--- src/rtl/pwm_ramp_ctl.sv ---
// pwm_ramp_ctl -- duty/direction ramp controller for one PWM channel.
//
// Accepts a target duty and direction, then walks the current duty toward
// it by STEP once per ramp tick (one PWM period). A direction change
// first ramps the duty down to zero, flips the direction, then ramps up.
//
// Handshake (cmd_*): a command transfers on a rising edge where
// cmd_valid=1 and cmd_ready=1. cmd_ready depends only on state and estop,
// never on cmd_valid. A source holds cmd_valid/cmd_duty/cmd_dir stable
// until the transfer edge.
//
// Ports:
//   clk, rst        clock, synchronous active-high reset
//   cmd_valid/ready command handshake
//   cmd_duty        target duty (0 = stop), saturated to DUTY_MAX
//   cmd_dir         target direction, 1 = positive rotation
//   estop           level-sensitive emergency stop
//   para_out        registered PWM interval value, (DUTY_MAX+1) - duty
//   dir_out         registered direction
//   busy            ramp or reversal in progress
//   at_target       current duty equals target (not during reversal)
//   dbg_state_o     current FSM state (IDLE=0, RAMP=1, STOPDIR=2, HOLD=3)

module pwm_ramp_ctl #(
    parameter int DUTY_MAX = 19998,
    parameter int STEP     = 100,
    parameter int TICK_DIV = 20000
) (
    input  logic        clk,
    input  logic        rst,
    input  logic        cmd_valid,
    output logic        cmd_ready,
    input  logic [14:0] cmd_duty,
    input  logic        cmd_dir,
    input  logic        estop,
    output logic [14:0] para_out,
    output logic        dir_out,
    output logic        busy,
    output logic        at_target,
    output logic [1:0]  dbg_state_o
);

    localparam int              CW        = (TICK_DIV > 1) ? $clog2(TICK_DIV) : 1;
    localparam logic [CW-1:0]   TICK_LAST = CW'(TICK_DIV - 1);
    localparam logic [15:0]     STEP16    = 16'(STEP);
    localparam logic [15:0]     DMAX16    = 16'(DUTY_MAX);
    localparam logic [15:0]     PARA_OFF  = 16'(DUTY_MAX + 1);

    typedef enum logic [1:0] {
        ST_IDLE    = 2'd0,
        ST_RAMP    = 2'd1,
        ST_STOPDIR = 2'd2,
        ST_HOLD    = 2'd3
    } state_t;

    state_t         state_q, state_d;
    logic [14:0]    duty_q, duty_d;
    logic [14:0]    target_q, target_d;
    logic           dir_q, dir_d;
    logic           pend_dir_q, pend_dir_d;
    logic [CW-1:0]  tick_cnt_q;
    logic [14:0]    para_q;
    logic           dir_out_q;

    logic           tick;
    logic           accept;
    logic [15:0]    duty16;
    logic [15:0]    target16;
    logic [15:0]    diff16;
    logic [14:0]    cmd_sat;

    assign tick     = (tick_cnt_q == TICK_LAST);
    assign duty16   = {1'b0, duty_q};
    assign target16 = {1'b0, target_q};
    assign diff16   = (target16 >= duty16) ? (target16 - duty16) : (duty16 - target16);
    assign cmd_sat  = ({1'b0, cmd_duty} > DMAX16) ? 15'(DUTY_MAX) : cmd_duty;

    assign cmd_ready   = ((state_q == ST_IDLE) || (state_q == ST_HOLD)) && !estop;
    assign accept      = cmd_valid && cmd_ready;
    assign busy        = (state_q == ST_RAMP) || (state_q == ST_STOPDIR);
    assign at_target   = (duty_q == target_q) && (state_q != ST_STOPDIR);
    assign para_out    = para_q;
    assign dir_out     = dir_out_q;
    assign dbg_state_o = state_q;

    always_comb begin
        state_d    = state_q;
        duty_d     = duty_q;
        target_d   = target_q;
        dir_d      = dir_q;
        pend_dir_d = pend_dir_q;

        if (estop) begin
            // Direction is kept: duty is forced to zero, so a later command
            // in either direction starts cleanly from standstill.
            duty_d   = '0;
            target_d = '0;
            state_d  = ST_IDLE;
        end else begin
            unique case (state_q)
                ST_IDLE, ST_HOLD: begin
                    if (accept) begin
                        target_d = cmd_sat;
                        if ((cmd_dir != dir_q) && (duty_q != '0)) begin
                            pend_dir_d = cmd_dir;
                            state_d    = ST_STOPDIR;
                        end else begin
                            dir_d   = cmd_dir;
                            state_d = ST_RAMP;
                        end
                    end
                end
                ST_RAMP: begin
                    if (tick) begin
                        if (diff16 <= STEP16) begin
                            // Final step lands exactly on target, no overshoot.
                            duty_d  = target_q;
                            state_d = (target_q == '0) ? ST_IDLE : ST_HOLD;
                        end else if (target16 > duty16) begin
                            duty_d = 15'(duty16 + STEP16);
                        end else begin
                            duty_d = 15'(duty16 - STEP16);
                        end
                    end
                end
                ST_STOPDIR: begin
                    if (tick) begin
                        if (duty16 <= STEP16) begin
                            // Direction flips only on the edge duty becomes zero.
                            duty_d  = '0;
                            dir_d   = pend_dir_q;
                            state_d = ST_RAMP;
                        end else begin
                            duty_d = 15'(duty16 - STEP16);
                        end
                    end
                end
                default: state_d = ST_IDLE;
            endcase
        end
    end

    always_ff @(posedge clk) begin
        if (rst) begin
            state_q    <= ST_IDLE;
            duty_q     <= '0;
            target_q   <= '0;
            dir_q      <= 1'b0;
            pend_dir_q <= 1'b0;
            tick_cnt_q <= '0;
            para_q     <= 15'(DUTY_MAX + 1);
            dir_out_q  <= 1'b0;
        end else begin
            state_q    <= state_d;
            duty_q     <= duty_d;
            target_q   <= target_d;
            dir_q      <= dir_d;
            pend_dir_q <= pend_dir_d;
            tick_cnt_q <= tick ? '0 : (tick_cnt_q + CW'(1));
            para_q     <= 15'(PARA_OFF - duty16);
            dir_out_q  <= dir_q;
        end
    end

endmodule

--- config.mk ---
export PLATFORM = sky130hd
export DESIGN_NAME = pwm_ramp_ctl
export DESIGN_NICKNAME = d
export VERILOG_FILES = /design/src/rtl/pwm_ramp_ctl.sv
export SDC_FILE = /design/constraint.sdc
export NUM_CORES = 1
export LEC_CHECK = 0
export CAP_MARGIN = 20
export CORE_MARGIN = 2
export CORE_UTILIZATION = 65
export CTS_BUF_LIST = sky130_fd_sc_hd__clkbuf_2 sky130_fd_sc_hd__clkbuf_4 sky130_fd_sc_hd__clkbuf_8
export DETAILED_ROUTE_END_ITERATION = 10
export GPL_TIMING_DRIVEN = 0
export PLACE_DENSITY = 0.87
export SLEW_MARGIN = 20
export SYNTH_ARGS = -nofsm -noshare
export SYNTH_HDL_FRONTEND = slang
export SYNTH_SLANG_ARGS = --single-unit
--- constraint.sdc ---
create_clock -name clk -period 7.35 [get_ports clk]
set_clock_uncertainty 0.15 [all_clocks]
set_input_delay 0.735 -clock clk [delete_from_list [all_inputs] [get_ports clk]]
set_output_delay 0.735 -clock clk [all_outputs]
set_load 0.01 [all_outputs]
Yosys cells after proc, flatten, opt, wreduce, memory -nomap -nowiden
Cells that the tools add are included.

word-level totals
  register bits after elaboration = 65
  bits of input ports = 20
  word-level logic and storage cells = 74
  output and inout bits = 21

cells by class
  reduce and logical (&&, ||, !) cells = 20
  $lt $le $gt $ge = 5
  multiplexer cells = 21
  equal/unequal tests = 13
  bitwise operators = 1
  add/subtract/negate cells = 6

operators with widths
  kind                                                              count
  two-way mux 15 bit                                                6
  subtractor 15 x 15 -> 16 bit                                      2
  one-hot mux 15 bit (2 select lines)                               1
  less-or-equal comparator 16 x 7 -> 1 bit (second input constant)  1
  two-way mux 16 bit                                                1
  adder 15 x 1 -> 15 bit (second input constant)                    1
  adder 15 x 7 -> 15 bit (second input constant)                    1
  == test 15 bit                                                    1
  == test 15 bit (second input constant)                            1
  greater-or-equal comparator 15 bit                                1
  > comparator 15 bit                                               1
  > comparator 15 bit (second input constant)                       1
  less-or-equal comparator 15 x 7 -> 1 bit (second input constant)  1
  zero test 15 bit                                                  1
  nonzero test 15 bit                                               1
  subtractor 15 bit (first input constant)                          1
  subtractor 15 x 7 -> 15 bit (second input constant)               1
  two-way mux 2 bit                                                 7
  != test 2 bit (second input constant)                             5
  one-hot mux 2 bit (3 select lines)                                1
  AND reduction 6 bit                                               1
  OR reduction 2 bit                                                3
  AND reduction 5 bit                                               1
  == test 2 bit (second input constant)                             2
  14 further kinds                                                  23

Depth between registers and ports, before layout
  word-level depth = 6
  depth in mapped cells = 16
  depth with buffers taken out = 13

Worst setup path before layout
No wires, ideal clock.

  path kind = reg-to-reg
  from = register duty_q[10]
  to = register duty_q[1]
  path slack = 3356 ps
  buffers on the path = 2
  clock period less this slack = 3994 ps
  setup time = 117 ps
  data required time = 7083 ps
  data arrival time = 3726 ps
  stages on the path, launching flop included = 15
  cell sequence = dfxtp_1 > clkbuf_1 > inv_1 > ha_1 > buf_2 > nand4_1 > or4_4 > o211a_2 > nand2_2 > mux2_1 > o21a_1 > a2111oi_4 > nand3_4 > a21o_1 > a32o_1

on the way
  word-level cells in the longest chain between the ends = 6
  elaborated cells on any way between the ends = 13
  those cells by class = add/sub (2); order compare (4); mux (7)

ends and longest elaborated chain
  what                                                                                       line  text
  start, declared                                                                            57    logic [14:0] duty_q, duty_d;
  start signal, assigned                                                                     155   duty_q <= duty_d;
  subtractor 15 x 15 -> 16 bit / greater-or-equal comparator 15 bit (equally long branches)  75    assign diff16 = (target16 >= duty16) ? (target16 - duty16) : (duty16 - target16);
  two-way mux 16 bit                                                                         75
  less-or-equal comparator 16 x 7 -> 1 bit                                                   115   if (diff16 <= STEP16) begin
  two-way mux 15 bit                                                                         115
  two-way mux 15 bit                                                                         114   if (tick) begin
  one-hot mux 15 bit (2 select lines) (*)                                                    100   unique case (state_q)

Mark *: on every way between the ends. The rest lies on a longest branch, timed or not. The select of a mux whose other input is x is not followed.
A chain may end at the register's enable or synchronous reset.

Final worst setup path
  from = register duty_q[5]
  to = register duty_q[1]

Same word-level chain as after synthesis.

==> flow_summary.rst <==
.. list-table::
   :header-rows: 1

   * - Metric
     - Value
   * - Result of the run
     - completed
   * - Max-cap violations
     - 0
   * - Predominant post-synthesis flop cell
     - sky130_fd_sc_hd__dfxtp_1
   * - Largest net degree at the start of global routing
     - 12
   * - Count of state elements after synthesis
     - between 60 and 70
   * - Number of buffers inserted to repair setup after CTS
     - 0
   * - Total track usage
     - 0.389
   * - Top delay family on crit path
     - compound AO/OA/AOI/OAI gates
   * - Half-perimeter wire length of the detailed placement result
     - about 13000 um
   * - Finished Core Util
     - 0.755
   * - Total wire length
     - 17100 um
   * - Number of vias after detailed routing
     - between 5000 and 6000
   * - Synth Cell Area
     - 5360 um^2
   * - Final hold violations
     - 0
   * - Post-Synthesis Cells
     - just under 700
   * - Cell types with the highest counts after synthesis
     - sky130_fd_sc_hd__nor2_1, sky130_fd_sc_hd__dfxtp_1, sky130_fd_sc_hd__a21oi_1
   * - Actual transition at the worst max-transition pin
     - roughly 850 ps
   * - Part of the power in registers
     - 0.339
   * - Unrepaired setup endpoints after global routing
     - no
   * - EDFF count, synth
     - 0
   * - Cell accounting for the most synthesized area
     - sky130_fd_sc_hd__dfxtp_1
   * - Class of the tightest hold or removal check
     - reg -> reg
   * - Required time reported for the critical path endpoint
     - 7440 ps
   * - Clock transition time at the flip-flop clock pins of the worst setup and hold paths
     - around 70 ps
   * - Storage element area
     - 1300 um^2
   * - Sequential area share after synthesis
     - 0.243
   * - Global-route wire length before repair
     - 27000 um
   * - Kind of start point of the critical path
     - flip-flop
   * - Net switching fraction of the power
     - 0.348
   * - Number of hold buffers added after CTS
     - 0
   * - Post-synthesis net count
     - approximately 750
   * - Worst path slowest cell
     - sky130_fd_sc_hd__a2111oi_4
   * - Fmax
     - ~200 MHz
   * - Max-slew violation total from the final report
     - 0
   * - TritonCTS clock tree
     - done
   * - Mean instance size in the synthesized netlist
     - approximately 7.8 um^2
   * - Multi-input gate area
     - ~3700 um^2
   * - Cts repair resizes
     - 0
   * - Total Nets Final
     - about 800
   * - Clock Root Buffer
     - sky130_fd_sc_hd__clkbuf_8
   * - Total congestion overflow
     - 0
   * - Final count of negative-setup-slack endpoints
     - 0
   * - Antenna violations before repair
     - 0
   * - Async SR Flop Fraction
     - 0
   * - Fin Setup TNS
     - 0 ps
   * - Worst Hold Slack
     - between 300 and 400 ps
   * - Die boundary height
     - approximately 95 um
   * - Number of clock sinks
     - between 60 and 70
   * - Detailed-route DRC error count
     - 0
   * - Count of unique library cells instantiated by Yosys
     - 81
   * - Final Cycle Share
     - 0.677
   * - Maximum fanout encountered on the critical timing path
     - 10
   * - Clk_lat worst skew
     - around 350 ps
   * - Number of I/O pins
     - 41
   * - Top-count cell post-synth
     - sky130_fd_sc_hd__nor2_1
   * - Number of buffers created by CTS
     - 9
   * - Buffer and inverter count on the worst path
     - 3
   * - Input/output buffers
     - 40
   * - Floorplan core area
     - ~8100 um^2
   * - Remaining max-slew budget at the tightest pin
     - 0.428
   * - Wire length per cell after detailed routing
     - a little over 20 um
   * - Net load switching power
     - 376 uW
   * - X dimension of the die
     - between 90 and 100 um
   * - Peak supply drop
     - ~120 uV
   * - Placed cell areas
     - just under 6000 um^2
   * - Count of antenna-violating nets left after detailed routing
     - 0
   * - # diodes
     - 0
   * - Total design power
     - about 1.1 mW
   * - Clock power frac
     - 0.318
   * - Vias in the first global route
     - approximately 5400
   * - Number of synthesis warnings
     - 0
   * - Setup crit end kind
     - flip-flop
   * - Internal power
     - 703 uW
   * - Length of the first detailed-routing pass in iterations
     - 6
   * - Routability congestion estimate from global placement
     - 1.03
   * - CP arrival
     - 5070 ps
   * - Pwr dens
     - roughly 180 nW/um^2
   * - Critical path class
     - reg -> reg
   * - Signed area change from the synthesized netlist to the final layout
     - 14.0%
   * - Die outline area
     - 8990 um^2
   * - Vias per cell
     - around 6.7
   * - CTS HTree Levels
     - 3
   * - Count of fill cells added during filler insertion
     - around 650
   * - Combinational fraction of design power
     - 0.343
   * - Floorplan row count
     - 33
   * - Design area
     - approximately 6100 um^2
   * - Area share of the leading cell type in the synthesized netlist
     - 0.243
   * - Buffer depth of the longest clock path
     - 2
   * - Fraction of layout cells with a size suffix above 1
     - 0.0777
   * - Crit path cell chain
     - clkbuf_1, clkinv_1, ha_1, nand4_1, or4_4, o211a_2, nand2_2, buf_4, o22ai_1, xnor2_1, a2111oi_4, nand3_4, a21o_1, a32o_1
   * - Drt initial violations
     - 638
   * - Largest cells by area after synthesis
     - sky130_fd_sc_hd__dfxtp_1, sky130_fd_sc_hd__ha_1, sky130_fd_sc_hd__a21oi_1
   * - Starting Density
     - 0.662
   * - Leak pwr
     - about 2.4 nW
   * - Max incr delay on CP
     - just over 600 ps
   * - Final critical delay including setup and external delays
     - ~5000 ps
## registers in the layout, summed over array words and instances (netlist names)
register and cells:
target_q 15, pend_dir_q 1, dir_out 1, dir_q 1, tick_cnt_q 15, dbg_state_o 2, duty_q 15, para_out 15
## power groups by stage
stage,Clock (mW),Sequential [mW],Combinational (mW)
after floorplan,0,0.371,0.263
after global placement,0,0.373,0.346
after detailed placement,0,0.373,0.356
after CTS,0.342,0.365,0.359
after global routing,0.357,0.366,0.394
final,0.343,0.366,0.370
## final timing paths
| check | from | to | slack (ps) | cells after the start |
|---|---|---|---|---|
| worst min-delay path | tick_cnt_q[0]$_SDFF_PP0_ | tick_cnt_q[0]$_SDFF_PP0_ | 310 | 1 |
| worst max register to register | duty_q[5]$_SDFFE_PP0P_ | duty_q[1]$_SDFFE_PP0P_ | 2370 | 14 |
| worst max-delay path | duty_q[5]$_SDFFE_PP0P_ | duty_q[1]$_SDFFE_PP0P_ | 2370 | 14 |
| worst min register to register | tick_cnt_q[0]$_SDFF_PP0_ | tick_cnt_q[0]$_SDFF_PP0_ | 310 | 1 |
## layout make-up
| cell class | count | share of cell area |
|---|---|---|
| Buffer | 34 | 0.0252 |
| Clock inverter | 5 | 0.0131 |
| Multi-Input combinational cell | 549 | 0.613 |
| Inverter | 43 | 0.0264 |
| Clock buffer | 10 | 0.0225 |
| Tap cell | 105 | 0.0215 |
| Timing Repair Buffer | 40 | 0.0656 |
| Sequential cell | 65 | 0.213 |
## cell usage in the layout, fill, tap and decap left out, types with 8 or more instances in the layout
cell                              netlist  layout
sky130_fd_sc_hd__nand2_1               52      52
sky130_fd_sc_hd__dfxtp_1               65      65
sky130_fd_sc_hd__nand2b_1              16      16
sky130_fd_sc_hd__a31oi_1               17      17
sky130_fd_sc_hd__nor2_1                67      67
sky130_fd_sc_hd__nor3_1                19      19
sky130_fd_sc_hd__xnor2_1               33      33
sky130_fd_sc_hd__xor2_1                11      11
sky130_fd_sc_hd__nor4_1                17      17
sky130_fd_sc_hd__ha_1                  39      39
sky130_fd_sc_hd__clkbuf_8               0      10
sky130_fd_sc_hd__o21ai_0               30      30
sky130_fd_sc_hd__mux2i_1               10      10
sky130_fd_sc_hd__nand3_1               22      22
sky130_fd_sc_hd__inv_1                 42      42
sky130_fd_sc_hd__clkdlybuf4s50_1        0      40
sky130_fd_sc_hd__o221a_2                8       8
sky130_fd_sc_hd__clkbuf_1              22      22
sky130_fd_sc_hd__a21oi_1               62      62
sky130_fd_sc_hd__nand4_1               14      14
## cells by family after synthesis
| kind of cell | count (synthesis) | synth area share |
|---|---|---|
| and+or+nand+nor | 253 | 0.244 |
| AOI/OAI and AO/OA | 199 | 0.261 |
| buffers and inverters | 77 | 0.0589 |
| DFF | 65 | 0.243 |
| xor gates and xnor gates | 44 | 0.0719 |
| adders and majority gates | 41 | 0.0986 |
| muxes | 12 | 0.0229 |
## through the flow
| stage | setup WS (ps) | instances |
|---|---|---|
| after global routing | 2110 | 851 |
| after global placement | 2530 | 836 |
| after CTS | 2490 | 851 |
| after floorplan | 3360 | 691 |
| final | 2370 | 851 |
| after detailed placement | 2510 | 836 |
## routing by layer
metal,track usage,wire [um],part of all wire,vias up
li1,-,-,-,2627
met1,0.486,6780,0.40,2615
met2,0.634,7790,0.46,391
met3,0.0838,1660,0.097,88
met4,0.194,878,0.051,0
met5,0,0,0,-
(Power assumes the default switching activity.)
